<file path="config.mk">
export PLATFORM = sky130hd
export DESIGN_NAME = keccak_pad_tx_flat
export DESIGN_NICKNAME = d
export VERILOG_FILES = /design/src/rtl/keccak_pad_tx_if.sv /design/src/rtl/keccak_pad_tx.sv /design/src/flat_wrapper.sv
export SDC_FILE = /design/constraint.sdc
export NUM_CORES = 1
export LEC_CHECK = 0
export ABC_AREA = 1
export CAP_MARGIN = 20
export CELL_PAD_IN_SITES_DETAIL_PLACEMENT = 0
export CELL_PAD_IN_SITES_GLOBAL_PLACEMENT = 1
export CORE_ASPECT_RATIO = 1.2
export CORE_MARGIN = 5
export CORE_UTILIZATION = 30
export DETAILED_ROUTE_END_ITERATION = 8
export PLACE_DENSITY = 0.77
export SETUP_SLACK_MARGIN = 0.1
export SLEW_MARGIN = 20
export SYNTH_ARGS = -nofsm -noshare
export SYNTH_HDL_FRONTEND = slang
export SYNTH_SLANG_ARGS = --single-unit
export TNS_END_PERCENT = 100
</file>
<file path="constraint.sdc">
create_clock -name clk -period 5.2 [get_ports clk]
set_input_delay 0.78 -clock clk [delete_from_list [all_inputs] [get_ports clk]]
set_output_delay 0.78 -clock clk [all_outputs]
set_load 0.02 [all_outputs]
</file>
<file path="src/rtl/keccak_pad_tx_if.sv">
// Handshake bundle between the message source, the SHA3 pad/lane framer and the
// Keccak permutation input port.
interface keccak_pad_tx_if;
    logic        in_valid;
    logic        in_ready;
    logic [63:0] in_data;
    logic        in_last;
    logic [3:0]  in_bytes;
    logic        pushout;
    logic        stopout;
    logic        firstout;
    logic        lastout;
    logic [63:0] dout;

    modport master (
        output in_valid, in_data, in_last, in_bytes, stopout,
        input  in_ready, pushout, firstout, lastout, dout
    );

    modport slave (
        input  in_valid, in_data, in_last, in_bytes, stopout,
        output in_ready, pushout, firstout, lastout, dout
    );
endinterface

</file>
<file path="src/rtl/keccak_pad_tx.sv">
// SHA3 padder and 25-lane block framer feeding the Keccak permutation input port.
// Optional block counter output blk_cnt is enabled by defining KECCAK_PAD_TX_BLKCNT_EN.
module keccak_pad_tx #(
    parameter int         RATE_LANES = 17,
    parameter logic [7:0] DOMAIN     = 8'h06
) (
    input  logic            clk,
    input  logic            rst,
    keccak_pad_tx_if.slave  bus
`ifdef KECCAK_PAD_TX_BLKCNT_EN
    ,
    output logic [15:0]     blk_cnt
`endif
);

    localparam logic [4:0]  LAST_RATE = 5'(RATE_LANES - 1);
    localparam logic [4:0]  LAST_LANE = 5'd24;
    localparam logic [63:0] PAD_END   = 64'h8000_0000_0000_0000;

    typedef enum logic [2:0] {
        S_IDLE,
        S_ABSORB,
        S_PAD_NEW,
        S_ZERO_RATE,
        S_CAP
    } state_t;

    state_t      r_state;
    logic [4:0]  r_lane;
    logic        r_pushout;
    logic        r_firstout;
    logic        r_lastout;
    logic [63:0] r_dout;
    logic        r_final;
    logic        r_pad_pend;

    logic        w_adv;
    logic        w_rate_end;
    logic        w_full_last;
    logic [4:0]  w_lane_nxt;
    logic [63:0] w_absorb_lane;

    // Keep the first nb bytes, put the domain byte right after them, clear the rest.
    // nb >= 8 passes the word through untouched.
    function automatic logic [63:0] f_pad_last(input logic [63:0] d, input logic [3:0] nb);
        logic [63:0] r;
        logic [3:0]  n;
        n = (nb > 4'd8) ? 4'd8 : nb;
        r = '0;
        for (int k = 0; k < 8; k++) begin
            if (4'(k) < n) begin
                r[8*k +: 8] = d[8*k +: 8];
            end else if (4'(k) == n) begin
                r[8*k +: 8] = DOMAIN;
            end
        end
        return r;
    endfunction

    assign w_adv       = !r_pushout || !bus.stopout;
    assign w_rate_end  = (r_lane == LAST_RATE);
    assign w_full_last = (bus.in_bytes >= 4'd8);
    assign w_lane_nxt  = (r_lane == LAST_LANE) ? 5'd0 : 5'(r_lane + 5'd1);

    always_comb begin
        w_absorb_lane = f_pad_last(bus.in_data, bus.in_last ? bus.in_bytes : 4'd8);
        if (bus.in_last && !w_full_last && w_rate_end) begin
            w_absorb_lane = w_absorb_lane | PAD_END;
        end
    end

    assign bus.in_ready = (r_state == S_ABSORB) && w_adv;
    assign bus.pushout  = r_pushout;
    assign bus.firstout = r_firstout;
    assign bus.lastout  = r_lastout;
    assign bus.dout     = r_dout;

    // The output register reloads whenever it is empty or its lane is being taken.
    always_ff @(posedge clk or posedge rst) begin
        if (rst) begin
            r_state    <= S_IDLE;
            r_lane     <= '0;
            r_pushout  <= 1'b0;
            r_firstout <= 1'b0;
            r_lastout  <= 1'b0;
            r_dout     <= '0;
            r_final    <= 1'b0;
            r_pad_pend <= 1'b0;
        end else if (w_adv) begin
            r_pushout  <= 1'b0;
            r_firstout <= 1'b0;
            r_lastout  <= 1'b0;
            case (r_state)
                S_IDLE: begin
                    r_state <= S_ABSORB;
                end
                S_ABSORB: begin
                    if (bus.in_valid) begin
                        r_pushout  <= 1'b1;
                        r_firstout <= (r_lane == 5'd0);
                        r_dout     <= w_absorb_lane;
                        r_lane     <= w_lane_nxt;
                        if (!bus.in_last) begin
                            r_state <= w_rate_end ? S_CAP : S_ABSORB;
                        end else if (w_full_last) begin
                            // A full word in the last rate lane pushes the pad into a fresh block.
                            if (w_rate_end) begin
                                r_state    <= S_CAP;
                                r_pad_pend <= 1'b1;
                            end else begin
                                r_state <= S_PAD_NEW;
                            end
                        end else begin
                            r_final <= 1'b1;
                            r_state <= w_rate_end ? S_CAP : S_ZERO_RATE;
                        end
                    end
                end
                S_PAD_NEW: begin
                    r_pushout  <= 1'b1;
                    r_firstout <= (r_lane == 5'd0);
                    r_dout     <= {56'd0, DOMAIN} | (w_rate_end ? PAD_END : 64'd0);
                    r_lane     <= w_lane_nxt;
                    r_final    <= 1'b1;
                    r_state    <= w_rate_end ? S_CAP : S_ZERO_RATE;
                end
                S_ZERO_RATE: begin
                    r_pushout  <= 1'b1;
                    r_firstout <= (r_lane == 5'd0);
                    r_dout     <= w_rate_end ? PAD_END : 64'd0;
                    r_lane     <= w_lane_nxt;
                    if (w_rate_end) begin
                        r_state <= S_CAP;
                    end
                end
                S_CAP: begin
                    r_pushout  <= 1'b1;
                    r_firstout <= (r_lane == 5'd0);
                    r_lastout  <= r_final && (r_lane == LAST_LANE);
                    r_dout     <= 64'd0;
                    r_lane     <= w_lane_nxt;
                    if (r_lane == LAST_LANE) begin
                        r_final    <= 1'b0;
                        r_pad_pend <= 1'b0;
                        r_state    <= r_pad_pend ? S_PAD_NEW : S_ABSORB;
                    end
                end
                default: begin
                    r_state <= S_IDLE;
                end
            endcase
        end
    end

`ifdef KECCAK_PAD_TX_BLKCNT_EN
    logic        r_out_lane24;
    logic [15:0] r_blk_cnt;
    logic        w_xfer;

    assign w_xfer  = r_pushout && !bus.stopout;
    assign blk_cnt = r_blk_cnt;

    // Tracks whether the lane sitting in the output register closes a block.
    always_ff @(posedge clk or posedge rst) begin
        if (rst) begin
            r_out_lane24 <= 1'b0;
        end else if (w_adv) begin
            r_out_lane24 <= (r_lane == LAST_LANE);
        end
    end

    // Counts blocks of the message in flight; the final block's lane restarts it.
    always_ff @(posedge clk or posedge rst) begin
        if (rst) begin
            r_blk_cnt <= '0;
        end else if (w_xfer && r_lastout) begin
            r_blk_cnt <= '0;
        end else if (w_xfer && r_out_lane24) begin
            r_blk_cnt <= 16'(r_blk_cnt + 16'd1);
        end
    end
`endif

endmodule

</file>
<file path="src/flat_wrapper.sv">
// flat-port wrapper written by rule: the top's interface ports become plain ports
module keccak_pad_tx_flat 
#(
    parameter int         RATE_LANES = 17,
    parameter logic [7:0] DOMAIN     = 8'h06
)
  (clk, rst, bus_in_valid, bus_in_data, bus_in_last, bus_in_bytes, bus_stopout, bus_in_ready, bus_pushout, bus_firstout, bus_lastout, bus_dout);
  keccak_pad_tx_if bus_i ();
  input  logic clk;
  input  logic rst;
  input wire logic [$bits(bus_i.in_valid)-1:0] bus_in_valid;
  input wire logic [$bits(bus_i.in_data)-1:0] bus_in_data;
  input wire logic [$bits(bus_i.in_last)-1:0] bus_in_last;
  input wire logic [$bits(bus_i.in_bytes)-1:0] bus_in_bytes;
  input wire logic [$bits(bus_i.stopout)-1:0] bus_stopout;
  output wire logic [$bits(bus_i.in_ready)-1:0] bus_in_ready;
  output wire logic [$bits(bus_i.pushout)-1:0] bus_pushout;
  output wire logic [$bits(bus_i.firstout)-1:0] bus_firstout;
  output wire logic [$bits(bus_i.lastout)-1:0] bus_lastout;
  output wire logic [$bits(bus_i.dout)-1:0] bus_dout;
  assign bus_i.in_valid = bus_in_valid;
  assign bus_i.in_data = bus_in_data;
  assign bus_i.in_last = bus_in_last;
  assign bus_i.in_bytes = bus_in_bytes;
  assign bus_i.stopout = bus_stopout;
  assign bus_in_ready = bus_i.in_ready;
  assign bus_pushout = bus_i.pushout;
  assign bus_firstout = bus_i.firstout;
  assign bus_lastout = bus_i.lastout;
  assign bus_dout = bus_i.dout;
  keccak_pad_tx #(.RATE_LANES(RATE_LANES), .DOMAIN(DOMAIN)) u_core (.clk(clk), .rst(rst), .bus(bus_i));
endmodule
</file>
## Word level (Yosys, flattened, before mapping)

Index checks and enable logic that the tools add are counted.

| word-level totals | value |
|---|---|
| bits of input ports | 73 |
| register bits | 77 |
| word-level logic and storage cells | 110 |
| output and inout bits | 68 |

| cells by class | value |
|---|---|
| equal/unequal tests | 20 |
| order comparisons | 10 |
| $add $sub $neg | 1 |
| reductions and logical operators | 21 |
| mux-type cells | 50 |

Operator list:

| operator | number |
|---|---|
| 64-bit one-hot mux with 4 select lines | 1 |
| 64-bit two-way mux | 3 |
| 8-bit two-way mux | 8 |
| 3-bit two-way mux | 16 |
| 3-bit by 4-bit == test with 1-bit output, first input constant | 4 |
| 3-bit by 4-bit < comparator with 1-bit output, first input constant | 4 |
| 3-bit one-hot mux with 5 select lines | 1 |
| 1-bit two-way mux | 11 |
| 5-bit == test, second input constant | 2 |
| 5-bit two-way mux | 2 |
| 5-bit one-hot mux with 2 select lines | 1 |
| 2-bit by 4-bit == test with 1-bit output, first input constant | 2 |
| 1-bit by 4-bit < comparator with 1-bit output, first input constant | 2 |
| 2-bit by 4-bit < comparator with 1-bit output, first input constant | 2 |
| 4-bit two-way mux | 2 |
| 2-bit by 1-bit inequality test with 1-bit output, second input constant | 4 |
| 7-bit AND reduction | 1 |
| 3-bit by 2-bit == test with 1-bit output, second input constant | 2 |
| 2-bit inequality test, second input constant | 3 |
| 1-bit one-hot mux with 2 select lines | 3 |
| 3-bit AND reduction | 2 |
| 6-bit AND reduction | 1 |
| 5-bit by 1-bit adder with 5-bit output, second input constant | 1 |
| 5-bit zero test | 1 |
| other kinds (17) | 23 |

## Logic depth before layout (Yosys ltp)

| depth | value |
|---|---|
| depth in word-level cells | 9 |
| mapped depth | 11 |
| gate-level depth less buffers | 11 |

## Least setup slack after synthesis

Ideal clock, no wire load.

| timing | value |
|---|---|
| kind | input-to-output |
| start | input port bus_stopout |
| end | output port bus_in_ready |
| required time | 4420 ps |
| arrival | 1443 ps |
| cell stages on the path | 3 |
| path slack | 2977 ps |
| buffers on the path | 0 |
| path through | nand2_1 -> inv_1 -> nor2_1 |

| between the ends | value |
|---|---|
| cells in the longest elaborated chain, start to end | 3 |

Ends and longest elaborated chain:

| what | line | source |
|---|---|---|
| start: declaration | flat_wrapper.sv:15 | `input wire logic [$bits(bus_i.stopout)-1:0] bus_stopout;` |
| 1-bit zero test | keccak_pad_tx.sv:60 | `assign w_adv = !r_pushout \|\| !bus.stopout;` |
| 1-bit logical OR | keccak_pad_tx.sv:60 |  |
| 1-bit logical AND | keccak_pad_tx.sv:72 | `assign bus.in_ready = (r_state == S_ABSORB) && w_adv;` |
| end: declaration | flat_wrapper.sv:16 | `output wire logic [$bits(bus_i.in_ready)-1:0] bus_in_ready;` |

No other way between the ends.

## Worst setup path in the final report

Ends and elaborated chain as after synthesis.

==> results.txt <==
outcome = completed
GPL Wtd Cong = 0.7985
GR Overflow Total = 0
synth warn = 0
final core occ = 0.4588
# fillers = 1198
post-place setup slack = 2091 ps
Slew headroom = 0.4186
Pwr Total = 3366 uW
die width = 111.9 um
first-pass GRT wire length = 17800 um
Clock Tree Buf Depth = 2
CP Class = in -> out
Area Growth Syn to Fin = 49.35%
initial antenna violation count = 0
max_cap viols = 0
critical path endpoint category = primary output
Post-synth EDFFs = 0
post-CTS setup buffer count = 0
vias = 3394
final setup fails = 0
Leak = 0.002621 uW
Mapped Area = 3737 um^2
Resized Gates After CTS = 0
Skew-Pair Late Insertion Delay = 330 ps
power density cells = 603.1 nW/um^2
vias in the first global route = 3560
commonest non-fill, non-tap cells in the layout = 144 x nand2_1, 140 x clkdlybuf4s50_1, 77 x dfrtp_1
syn_area_per_cell = 8.305 um^2
fin nets = 659
die area = 14800 um^2
share of layout cells above drive strength 1 = 0.07131
hpwl dp = 7776 um
crit share post-route = 0.5978
crit path max fanout = 6
largest net degree at the start of global routing = 108
core box area = 12170 um^2
Hold-fix buffers, CTS = 0
sequential element share of the synthesized area = 0.5156
htree depth = 3
n_diodes = 0
# DRC = 0
min Tclk post-route = 3108 ps
WP data required = 4420 ps
WP data arrival = 2330 ps
ANT nets after route = 0
synthesized instance count = 450
Startpoint Class = input pin
Worst Hold Margin = 481.9 ps
post-route setup slack = 2092 ps
IO Count = 141
HP Class = reg -> reg
worst-margin pin slew = 870.9 ps
DRT iter0 DRCs = 161
worst clock skew = 6.746 ps
Routed WL = 10810 um
vias per cell = 4.525
Async SR Flop Fraction = 1.000
CTS tree = built
CTS Sinks = 77
WL/cell = 14.41 um
fmax = 321.7 MHz
Synth Register Bits = 77
Slew Viols, Final = 0
final hold vios = 0
All-Layer GR Usage = 0.1470
CTS clock-pin slew for the worst setup and hold paths = 60 ps
site row count = 44
Chip Height = 132.3 um
final setup TNS = 0 ps
1st-pass router iterations = 5
post-synthesis cell type count = 25
Num CTS Buffers = 9
ys flop type = dfrtp_1
commonest non-fill, non-tap cell in the layout = nand2_1
RSZ-0062 raised after global routing = false
Initial Utilization = 0.3072
syn nets = 525
worst IR drop on VDD = 246.3 uV
number of port buffers = 140
Root Driver = clkbuf_16
cell usage after synthesis (3+ instances only):
library cell	n	share of area
a21oi_1	6	0.0080
buf_2	8	0.011
buf_6	7	0.021
clkbuf_2	3	0.0040
dfrtp_1	77	0.52
inv_1	35	0.035
nand2_1	144	0.14
nand2_2	3	0.0050
nand3_1	57	0.076
nand3b_1	6	0.012
nor2_1	16	0.016
o21ai_0	40	0.054
o21ai_1	19	0.025
o21ai_2	12	0.028
xor2_1	3	0.0070
metal layers:
| metal | routed length [um] | vias up | track usage | share of wire |
|---|---|---|---|---|
| met5 | 0 | - | 0 | 0 |
| met4 | 121 | 0 | 0.04260 | 0.011 |
| met3 | 725 | 10 | 0.04500 | 0.067 |
| met2 | 4990 | 107 | 0.2357 | 0.46 |
| met1 | 4969 | 1553 | 0.1914 | 0.46 |
| li1 | - | 1724 | - | - |
path summary, 6_finish.rpt:
path | start | to | slack (ps) | depth (start not counted)
min in group asynchronous | rst | u_core.bus.dout[8] | 860 | 2
hold reg to reg | u_core.bus.dout[58] | u_core.bus.dout[58] | 480 | 2
hold / removal | u_core.bus.dout[58] | u_core.bus.dout[58] | 480 | 2
setup reg to reg | u_core.r_state[1] | u_core.bus.dout[39] | 3030 | 6
max in group asynchronous | rst | u_core.bus.dout[25] | 3360 | 3
setup / recovery | bus_stopout | bus_in_ready | 2090 | 5
cells by family after synthesis:
family | after synthesis | synth area share
XOR/XNOR | 3 | 0.007032
flip-flops | 77 | 0.5156
buffers and inverters | 55 | 0.07399
AND/OR/NAND/NOR | 234 | 0.2775
adder cells (fa/ha/maj) | 2 | 0.006695
AO/OA/AOI/OAI | 79 | 0.1192
power by group:
part / internal [uW] / total, uW / switching, uW
registers: 854 / 1000 / 148
clock network: 472 / 732 / 260
logic: 683 / 1630 / 950
total: 2010 / 3370 / 1360
through the flow:
step           area (um^2)  std cells
2_1_floorplan         3737        450
3_3_place_gp          5207        733
3_5_place_dp          5207        733
4_1_cts               5554        749
5_1_grt               5582        750
6_report              5582        750
flip-flops by register name (all words and copies together), names as in the netlist:
register / cells
u_core.bus.dout: 64
u_core.r_lane: 5
u_core.r_state: 3
u_core.bus.firstout: 1
u_core.bus.lastout: 1
u_core.bus.pushout: 1
u_core.r_final: 1
u_core.r_pad_pend: 1
worst max-delay path: stages:
cell and delay, ps:
clkdlybuf4s50_1 390, nand2_1 210, inv_1 200, nor2_1 140
clkdlybuf4s50_1 610
layout make-up:
| cell class | instances | area [um^2] | share of cell area |
|---|---|---|---|
| Timing Repair Buffer | 142 | 1436 | 0.2573 |
| Tap cell | 161 | 201.4 | 0.03609 |
| Multi-Input combinational cell | 318 | 1534 | 0.2748 |
| Clock inverter | 7 | 121.4 | 0.02174 |
| Clock buffer | 9 | 225.2 | 0.04035 |
| Sequential cell | 77 | 1927 | 0.3452 |
| Inverter | 36 | 136.4 | 0.02443 |
Note: power is estimated with default switching activity, not from simulation.
